==> config.mk <==
export PLATFORM = sky130hd
export DESIGN_NAME = string_hw_master
export DESIGN_NICKNAME = d
export VERILOG_FILES = /design/src/rtl/string_hw_master.sv
export SDC_FILE = /design/constraint.sdc
export NUM_CORES = 1
export LEC_CHECK = 0
export CORE_MARGIN = 2
export CORE_UTILIZATION = 30
export CTS_CLUSTER_DIAMETER = 30
export DETAILED_ROUTE_END_ITERATION = 8
export PLACE_DENSITY = 0.57
export SLEW_MARGIN = 20
export SYNTH_ARGS = -nofsm -noshare
export SYNTH_HDL_FRONTEND = slang
export SYNTH_SLANG_ARGS = --single-unit
==> constraint.sdc <==
create_clock -name clk -period 2.1 [get_ports clk]
set_input_delay 0.42 -clock clk [delete_from_list [all_inputs] [get_ports clk]]
set_output_delay 0.42 -clock clk [all_outputs]
set_load 0.005 [all_outputs]
==> src/rtl/string_hw_master.sv <==
`default_nettype none
// ============================================================================
// Module      : string_hw_master
// Description : Avalon-MM master that sequences a string-accelerator job.
//               It streams the A and B strings into the accelerator register
//               map, starts the job, polls for completion, then reads the
//               result words back out on a valid/ready stream.
// Revision    : 1.0 - initial release
// ============================================================================
module string_hw_master #(
  parameter int MAX_BLOCKS   = 8,
  parameter int ADDRESS_BITS = 5,
  parameter int POLL_LIMIT   = 1024
) (
  input  logic                    clk,
  input  logic                    reset,
  // job command
  input  logic                    cmd_valid,
  output logic                    cmd_ready,
  input  logic [3:0]              cmd_index,
  input  logic [7:0]              cmd_length,
  // string word stream (A words then B words)
  input  logic                    in_valid,
  output logic                    in_ready,
  input  logic [31:0]             in_data,
  // result word stream
  output logic                    out_valid,
  input  logic                    out_ready,
  output logic [31:0]             out_data,
  // Avalon-MM master
  output logic [ADDRESS_BITS-1:0] avm_address,
  output logic                    avm_chipselect,
  output logic                    avm_read,
  output logic                    avm_write,
  output logic [31:0]             avm_writedata,
  input  logic [31:0]             avm_readdata,
  input  logic                    avm_waitrequest,
  // status
  output logic                    busy,
  output logic                    err_timeout
);

  localparam int KW = (MAX_BLOCKS > 1) ? $clog2(MAX_BLOCKS) : 1;
  localparam int PW = $clog2(POLL_LIMIT + 1);

  localparam logic [KW-1:0] K_LAST = KW'(MAX_BLOCKS - 1);
  localparam logic [PW-1:0] P_LAST = PW'(POLL_LIMIT);

  localparam logic [ADDRESS_BITS-1:0] ADDR_CTRL = '0;
  localparam logic [ADDRESS_BITS-1:0] ADDR_ONE  = ADDRESS_BITS'(1);
  localparam logic [ADDRESS_BITS-1:0] ADDR_BOFS = ADDRESS_BITS'(MAX_BLOCKS + 1);

  localparam logic [3:0] S_IDLE      = 4'd0;
  localparam logic [3:0] S_LOAD_A    = 4'd1;
  localparam logic [3:0] S_LOAD_B    = 4'd2;
  localparam logic [3:0] S_GO        = 4'd3;
  localparam logic [3:0] S_POLL      = 4'd4;
  localparam logic [3:0] S_POLL_WAIT = 4'd5;
  localparam logic [3:0] S_RES_RD    = 4'd6;
  localparam logic [3:0] S_RES_WAIT  = 4'd7;
  localparam logic [3:0] S_RES_OUT   = 4'd8;
  localparam logic [3:0] S_CLR       = 4'd9;

  logic [3:0]              state_q,     state_d;
  logic [KW-1:0]           k_q,         k_d;
  logic [PW-1:0]           poll_q,      poll_d;
  logic [3:0]              index_q,     index_d;
  logic [7:0]              length_q,    length_d;
  logic                    rd_q,        rd_d;
  logic                    wr_q,        wr_d;
  logic [ADDRESS_BITS-1:0] addr_q,      addr_d;
  logic [31:0]             wdata_q,     wdata_d;
  logic                    out_valid_q, out_valid_d;
  logic [31:0]             out_data_q,  out_data_d;
  logic                    err_q,       err_d;

  // Derived helper values used by the next-state logic.
  logic [KW-1:0]           w_k_next;
  logic [PW-1:0]           w_poll_inc;
  logic [ADDRESS_BITS-1:0] w_addr_k;
  logic [31:0]             w_ctrl_go;

  assign w_k_next   = (k_q == K_LAST) ? '0 : k_q + KW'(1);
  assign w_poll_inc = poll_q + PW'(1);
  assign w_addr_k   = ADDRESS_BITS'(k_q) + ADDR_ONE;
  assign w_ctrl_go  = {18'b0, length_q, index_q, 1'b1, 1'b0};

  // State register: every flop, synchronous active-high reset.
  always_ff @(posedge clk) begin
    if (reset) begin
      state_q     <= S_IDLE;
      k_q         <= '0;
      poll_q      <= '0;
      index_q     <= '0;
      length_q    <= '0;
      rd_q        <= 1'b0;
      wr_q        <= 1'b0;
      addr_q      <= '0;
      wdata_q     <= '0;
      out_valid_q <= 1'b0;
      out_data_q  <= '0;
      err_q       <= 1'b0;
    end else begin
      state_q     <= state_d;
      k_q         <= k_d;
      poll_q      <= poll_d;
      index_q     <= index_d;
      length_q    <= length_d;
      rd_q        <= rd_d;
      wr_q        <= wr_d;
      addr_q      <= addr_d;
      wdata_q     <= wdata_d;
      out_valid_q <= out_valid_d;
      out_data_q  <= out_data_d;
      err_q       <= err_d;
    end
  end

  // Next-state logic: each bus-issuing state raises its strobe when idle and
  // holds it (with address/data) until the slave drops waitrequest.
  always_comb begin
    state_d     = state_q;
    k_d         = k_q;
    poll_d      = poll_q;
    index_d     = index_q;
    length_d    = length_q;
    rd_d        = rd_q;
    wr_d        = wr_q;
    addr_d      = addr_q;
    wdata_d     = wdata_q;
    out_valid_d = out_valid_q;
    out_data_d  = out_data_q;
    err_d       = 1'b0;

    case (state_q)
      S_IDLE: begin
        if (cmd_valid) begin
          index_d  = cmd_index;
          length_d = cmd_length;
          k_d      = '0;
          poll_d   = '0;
          state_d  = S_LOAD_A;
        end
      end

      S_LOAD_A, S_LOAD_B: begin
        if (wr_q) begin
          if (!avm_waitrequest) begin
            wr_d = 1'b0;
            k_d  = w_k_next;
            if (k_q == K_LAST) begin
              state_d = (state_q == S_LOAD_A) ? S_LOAD_B : S_GO;
            end
          end
        end else if (in_valid) begin
          wr_d    = 1'b1;
          addr_d  = (state_q == S_LOAD_A) ? w_addr_k
                                          : ADDRESS_BITS'(k_q) + ADDR_BOFS;
          wdata_d = in_data;
        end
      end

      S_GO: begin
        if (wr_q) begin
          if (!avm_waitrequest) begin
            wr_d    = 1'b0;
            state_d = S_POLL;
          end
        end else begin
          wr_d    = 1'b1;
          addr_d  = ADDR_CTRL;
          wdata_d = w_ctrl_go;
        end
      end

      S_POLL: begin
        if (rd_q) begin
          if (!avm_waitrequest) begin
            rd_d    = 1'b0;
            state_d = S_POLL_WAIT;
          end
        end else begin
          rd_d    = 1'b1;
          addr_d  = ADDR_CTRL;
          wdata_d = '0;
        end
      end

      // Read data is valid exactly one cycle after the accepting cycle.
      S_POLL_WAIT: begin
        if (avm_readdata[0]) begin
          k_d     = '0;
          state_d = S_RES_RD;
        end else begin
          poll_d = w_poll_inc;
          if (w_poll_inc == P_LAST) begin
            err_d   = 1'b1;
            state_d = S_CLR;
          end else begin
            state_d = S_POLL;
          end
        end
      end

      S_RES_RD: begin
        if (rd_q) begin
          if (!avm_waitrequest) begin
            rd_d    = 1'b0;
            state_d = S_RES_WAIT;
          end
        end else begin
          rd_d    = 1'b1;
          addr_d  = w_addr_k;
          wdata_d = '0;
        end
      end

      S_RES_WAIT: begin
        out_data_d  = avm_readdata;
        out_valid_d = 1'b1;
        state_d     = S_RES_OUT;
      end

      // No further reads are issued until the current word is taken.
      S_RES_OUT: begin
        if (out_ready) begin
          out_valid_d = 1'b0;
          k_d         = w_k_next;
          state_d     = (k_q == K_LAST) ? S_CLR : S_RES_RD;
        end
      end

      S_CLR: begin
        if (wr_q) begin
          if (!avm_waitrequest) begin
            wr_d    = 1'b0;
            state_d = S_IDLE;
          end
        end else begin
          wr_d    = 1'b1;
          addr_d  = ADDR_CTRL;
          wdata_d = '0;
        end
      end

      default: begin
        state_d = S_IDLE;
      end
    endcase
  end

  // Output logic: handshake readies decode the state, bus and stream
  // outputs come straight from flops.
  always_comb begin
    cmd_ready      = (state_q == S_IDLE);
    in_ready       = ((state_q == S_LOAD_A) || (state_q == S_LOAD_B)) && !wr_q;
    busy           = (state_q != S_IDLE);
    err_timeout    = err_q;
    out_valid      = out_valid_q;
    out_data       = out_data_q;
    avm_address    = addr_q;
    avm_read       = rd_q;
    avm_write      = wr_q;
    avm_chipselect = rd_q | wr_q;
    avm_writedata  = wdata_q;
  end

endmodule
`default_nettype wire

## Word-level counts from Yosys, hierarchy flattened

Cells that the tools add are included.

| storage, ports and cells | value |
|---|---|
| bits in registers | 103 |
| input bits | 82 |
| output and inout bits | 77 |
| word-level logic and storage cells | 124 |

| operators by class | value |
|---|---|
| $add $sub $neg | 4 |
| eq/ne operators | 34 |
| muxes and demuxes | 50 |
| bitwise operators | 2 |
| reduce and logical (&&, ||, !) cells | 22 |

Operators by type and width:

| operator | number |
|---|---|
| 32-bit 2-to-1 mux | 5 |
| 32-bit case mux with 4 select lines | 1 |
| 4-bit 2-to-1 mux | 16 |
| 2-bit inequality test, second input constant | 23 |
| 4-bit case mux with 9 select lines | 1 |
| 5-bit 2-to-1 mux | 6 |
| 11-bit 2-to-1 mux | 2 |
| 11-bit case mux with 2 select lines | 1 |
| 5-bit case mux with 4 select lines | 1 |
| 3-bit 2-to-1 mux | 6 |
| 6-bit AND reduction | 3 |
| 4-bit by 3-bit equality test with 1-bit output, second input constant | 4 |
| 4-bit nonzero test | 4 |
| 13-bit AND reduction | 1 |
| 3-bit case mux with 4 select lines | 1 |
| 11-bit by 1-bit adder with 11-bit output, second input constant | 1 |
| 11-bit equality test, second input constant | 1 |
| 4-bit by 2-bit equality test with 1-bit output, second input constant | 2 |
| 4-bit equality test, second input constant | 2 |
| 1-bit 2-to-1 mux | 8 |
| 2-bit nonzero test | 3 |
| 2-bit OR reduction | 3 |
| 3-bit by 4-bit adder with 5-bit output, second input constant | 1 |
| 3-bit by 1-bit adder with 4-bit output, second input constant | 1 |
| other kinds (13) | 15 |

## Depth between registers and ports, before layout

| depth | value |
|---|---|
| depth in word-level cells | 6 |
| mapped depth | 9 |
| mapped depth without buffers | 7 |

## Worst setup path before layout

OpenSTA, ideal clock, no wires.

| timing path | value |
|---|---|
| path type | register -> register |
| start | register k_q[0] |
| end | register state_q[0] |
| setup time | 112 ps |
| arrival | 1799 ps |
| required time | 1988 ps |
| slack | 189 ps |
| cell stages (with the launch flop) | 9 |
| path buffers | 1 |
| clock period less this slack | 1911 ps |
| cell sequence | dfxtp_1 > ha_1 > ha_1 > clkbuf_1 > nor2_1 > nand2_1 > a31o_2 > and3_1 > a2111oi_1 |

| on the way | value |
|---|---|
| cells in the longest elaborated chain, start to end | 4 |
| elaborated cells between the ends (all ways) | 6 |
| classes of those cells | eq/ne (2); mux (3); reduce/logical (1) |

Ends and longest elaborated chain:

| what | RTL line | source |
|---|---|---|
| start, declared | 65 | `logic [KW-1:0] k_q, k_d;` |
| start signal, assigned | 105 | `k_q <= k_d;` |
| 3-bit equality test * | 151, 229 |  |
| 4-bit 2-to-1 mux | 229 | `state_d = (k_q == K_LAST) ? S_CLR : S_RES_RD;` |
| 4-bit 2-to-1 mux | 226 | `if (out_ready) begin` |
| 4-bit case mux with 9 select lines | 135 | `case (state_q)` |
| end signal, assigned | 104 | `state_q <= state_d;` |
| end, declared | 64 | `logic [3:0] state_q, state_d;` |

Every way passes the cells marked *; elsewhere a longest branch is shown, timed or not. The select of a mux whose other input is x is not followed.
A chain may end at the register's enable or synchronous reset.

## Worst setup path in the final report

| timing path | value |
|---|---|
| start | register state_q[1] |
| end | output cmd_ready |

| on the way | value |
|---|---|
| cells in the longest elaborated chain, start to end | 1 |

Ends and longest elaborated chain:

| what | RTL line | source |
|---|---|---|
| 4-bit zero test | 255 | `cmd_ready = (state_q == S_IDLE);` |
| end, declared | 19 | `output logic cmd_ready,` |

Every way passes these cells.

==> parameters.txt <==
Parameter                              Value

Outcome
  Result of the run    finished, final reports clean

Final layout
  N_diodes    0
  Net count of the finished layout    844
  Commonest cells after routing, fill and taps aside    sky130_fd_sc_hd__clkdlybuf4s50_1, sky130_fd_sc_hd__nand2_1, sky130_fd_sc_hd__dfxtp_1
  Filler cell count in the final layout    1466
  Commonest non-fill, non-tap cell in the layout    sky130_fd_sc_hd__clkdlybuf4s50_1
  Final Util    45.9%
  Area growth syn-to-layout    50.5%
  Share of final-layout standard cells stronger than drive strength 1    10.8%

Clock tree
  Number of buffers on the longest clock path    2
  TritonCTS clock tree    built
  Latest clock arrival within the worst-skew pair    0.34 ns
  Cell at the root of the clock tree    sky130_fd_sc_hd__clkbuf_16
  Num CTS Buffers    9
  Clock edge transition at the registers on the reported setup and hold paths    0.07 ns
  Clk sinks    103
  H-tree levels    3

STA
  Worst clock skew    0.00764 ns
  Final Cycle Share    97.1%
  Rel. slew slack    68.3%
  Pins over their slew limit    0
  Final critical path time including I/O delays and setup    2.04 ns
  Timing-limited maximum frequency    0.490 GHz
  Final Hold Vio Count    0
  Slew at the pin with the worst max-slew slack    0.475 ns
  Total setup violations reported at the end of the flow    0
  Worst Hold Margin    0.455 ns

Yosys
  Share of async-settable or async-resettable flops after synthesis    0%
  Number of synthesized flops with an enable pin    0
  Adder-Cell Fraction of Synth Area    1.35%
  Cells after synthesis    590
  Syn_area_per_cell    7.83 µm²
  Mux cell area share after synthesis    0.677%
  Largest family of logic cells by synthesized area    simple AND/OR/NAND/NOR gates
  Post-synthesis compound-gate area fraction    20.8%
  Post-synthesis instance area    4620 µm²
  Most frequently used flop master after synthesis    sky130_fd_sc_hd__dfxtp_1
  Post-synthesis share of cell area spent on xor and xnor gates    0.569%
  Sequential cell area fraction in the yosys report    44.6%
  Area share of and/or/nand/nor cells after synthesis    26.9%
  Count of unique library cells instantiated by Yosys    61
  Number of synthesized register bits    103
  Synth warn    0
  Post-Syn Nets    677

Routing
  Detailed Route WL    14100 µm
  Routed wirelength normalized by instance count    14.9 µm
  Via count    4839
  Via density per instance    5.10
  DRT iter0 DRCs    268
  Detailed-router iteration count before antenna repair    5
  Routed Antenna Nets    0
  Drc violations    0

Pwr
  Static leakage    2.42 nW
  Power density over the cells    942 nW/µm²
  Overall power consumption    6.55 mW
  IR Drop Worst-Case VDD    500 µV

Hold path
  Worst hold endpoint    avm_writedata[31]
  Number of cells on the worst hold path    2
  Worst min-delay path startpoint    avm_writedata[31]
  Worst min-delay path category    reg2reg

Floorplan
  Top-level I/O count    159
  Effective utilization at floorplan    30.5%
  Die Y-Extent    128 µm
  Site Rows    45
  Floorplan Core Area    15100 µm²
  Width of the die    128 µm
  Die area    16400 µm²

Run
  Count of maximum capacitance violations    0

Worst setup path
  Endpoint type of the worst setup path    primary output
  Depth of the worst register-to-register path    5
  Worst r2r src    poll_q[2]
  Maximum fanout count along the critical path    3
  Critical path start-end classification    reg2out
  Startpoint class of the critical path    flop
  Data required time of the critical path    1.68 ns
  Critical path arrival    1.62 ns
  End of the worst register-to-register path    state_q[2]
  Worst setup slack for register-to-register paths    0.12 ns

Placed design
  HPWL reported at the end of detailed placement    10200 µm
  Input/output buffers    158
  Routability cong.    0.894

Global routing
  First-pass GRT wire length    22500 µm
  Largest net degree at the start of global routing    47
  Initial antenna violation count    0
  Total global routing overflow    0
  Total GRT Usage    16.8%
  Via count of the first global-routing pass    4628
## sequential cells by signal, indices dropped and copies added, names as in the netlist, 3 cells and up
name           flops
poll_q            11
length_q           8
out_data          32
index_q            4
avm_address        5
avm_writedata     32
state_q            4
k_q                3
## logic make-up after synthesis
family	after synthesis
compound gates	157
flops	103
simple gates	264
fa+ha+maj	5
xor+xnor	3
mux	3
buf+inv	55
## through the flow
step,instance area (µm²),setup WS [ns],std cells,TNS [ns]
5_1_grt,6950,-0.00910,949,-0.00910
4_1_cts,6910,0.0387,946,0
3_5_place_dp,6590,0.000851,929,0
2_1_floorplan,4620,0.189,590,0
6_report,6950,0.0608,949,0
3_3_place_gp,6590,0.0664,929,0
## how the worst max path moves through the flow
stage,from,cells after the start,endpoint
floorplan,k_q[0],8,state_q[0]
global placement,avm_readdata[0],6,state_q[0]
detailed placement,avm_readdata[0],6,state_q[0]
CTS,state_q[1],3,cmd_ready
global route,state_q[1],4,busy
finish,state_q[1],3,cmd_ready
## what timing repair did
action                     CTS  global route
hold buffers                 0             0
buffers inserted             2             3
setup endpoints to repair    3            16
gates resized for setup      7             5
## routing by layer
layer | global-route usage (%) | routed length [µm] | vias to the layer above
met1 | 20.8 | 6260 | 2233
met3 | 5.43 | 1080 | 14
met5 | 0 | 0 | -
met2 | 28.3 | 6590 | 176
met4 | 4.46 | 193 | 0
li1 | - | - | 2416
## area by class of cell
type	count	area [µm²]	area share, %
tap	188	235	3.38
sequential	103	2070	29.8
clock inverter	6	70.1	1.01
clock buffer	9	225	3.24
timing repair buffer	204	1970	28.4
inverter	7	26.3	0.378
multi-input combinational	432	2350	33.8
## report_power, final
part | total, mW | leakage (nW) | switching (mW) | internal [mW]
logic | 2.44 | 1.45 | 1.16 | 1.28
clock network | 1.68 | 0.134 | 0.752 | 0.924
registers | 2.43 | 0.837 | 0.189 | 2.24
## worst max-delay path, stage by stage, from the launching register on
cell and delay (ns):
sky130_fd_sc_hd__dfxtp_4 0.36, sky130_fd_sc_hd__nor4_4 0.26, sky130_fd_sc_hd__buf_4 0.16, sky130_fd_sc_hd__clkdlybuf4s50_1 0.49
## cells in the mapped netlist, types with 2 or more instances
master / n / area [µm²]
sky130_fd_sc_hd__and4_1: 2 / 17.5
sky130_fd_sc_hd__nor2_1: 34 / 128
sky130_fd_sc_hd__and2_1: 4 / 25.0
sky130_fd_sc_hd__o2111ai_1: 2 / 17.5
sky130_fd_sc_hd__ha_1: 5 / 62.6
sky130_fd_sc_hd__clkbuf_1: 23 / 86.3
sky130_fd_sc_hd__buf_2: 20 / 100
sky130_fd_sc_hd__a31oi_1: 9 / 56.3
sky130_fd_sc_hd__a2111oi_0: 2 / 17.5
sky130_fd_sc_hd__o21ai_0: 13 / 65.1
sky130_fd_sc_hd__nor3_1: 24 / 120
sky130_fd_sc_hd__nor4_1: 3 / 18.8
sky130_fd_sc_hd__nor2b_1: 8 / 50.1
sky130_fd_sc_hd__or4b_1: 2 / 20.0
sky130_fd_sc_hd__nand4_1: 4 / 25.0
sky130_fd_sc_hd__a211oi_1: 6 / 45.0
sky130_fd_sc_hd__buf_1: 4 / 15.0
sky130_fd_sc_hd__or3_1: 2 / 12.5
sky130_fd_sc_hd__nand3_1: 30 / 150
sky130_fd_sc_hd__mux2i_1: 2 / 20.0
sky130_fd_sc_hd__a21oi_1: 85 / 425
sky130_fd_sc_hd__or3b_1: 2 / 17.5
sky130_fd_sc_hd__dfxtp_1: 103 / 2060
sky130_fd_sc_hd__nand3b_1: 3 / 22.5
sky130_fd_sc_hd__o21ai_1: 4 / 20.0
sky130_fd_sc_hd__nand2_1: 130 / 488
sky130_fd_sc_hd__a311oi_1: 3 / 26.3
sky130_fd_sc_hd__inv_1: 7 / 26.3
sky130_fd_sc_hd__o21a_1: 3 / 22.5
sky130_fd_sc_hd__or4_1: 3 / 22.5
sky130_fd_sc_hd__o211ai_1: 5 / 37.5
sky130_fd_sc_hd__xor2_1: 2 / 17.5
sky130_fd_sc_hd__nand2b_1: 2 / 12.5
sky130_fd_sc_hd__a221oi_1: 12 / 105
No activity file was read; power rests on OpenSTA's default activity.
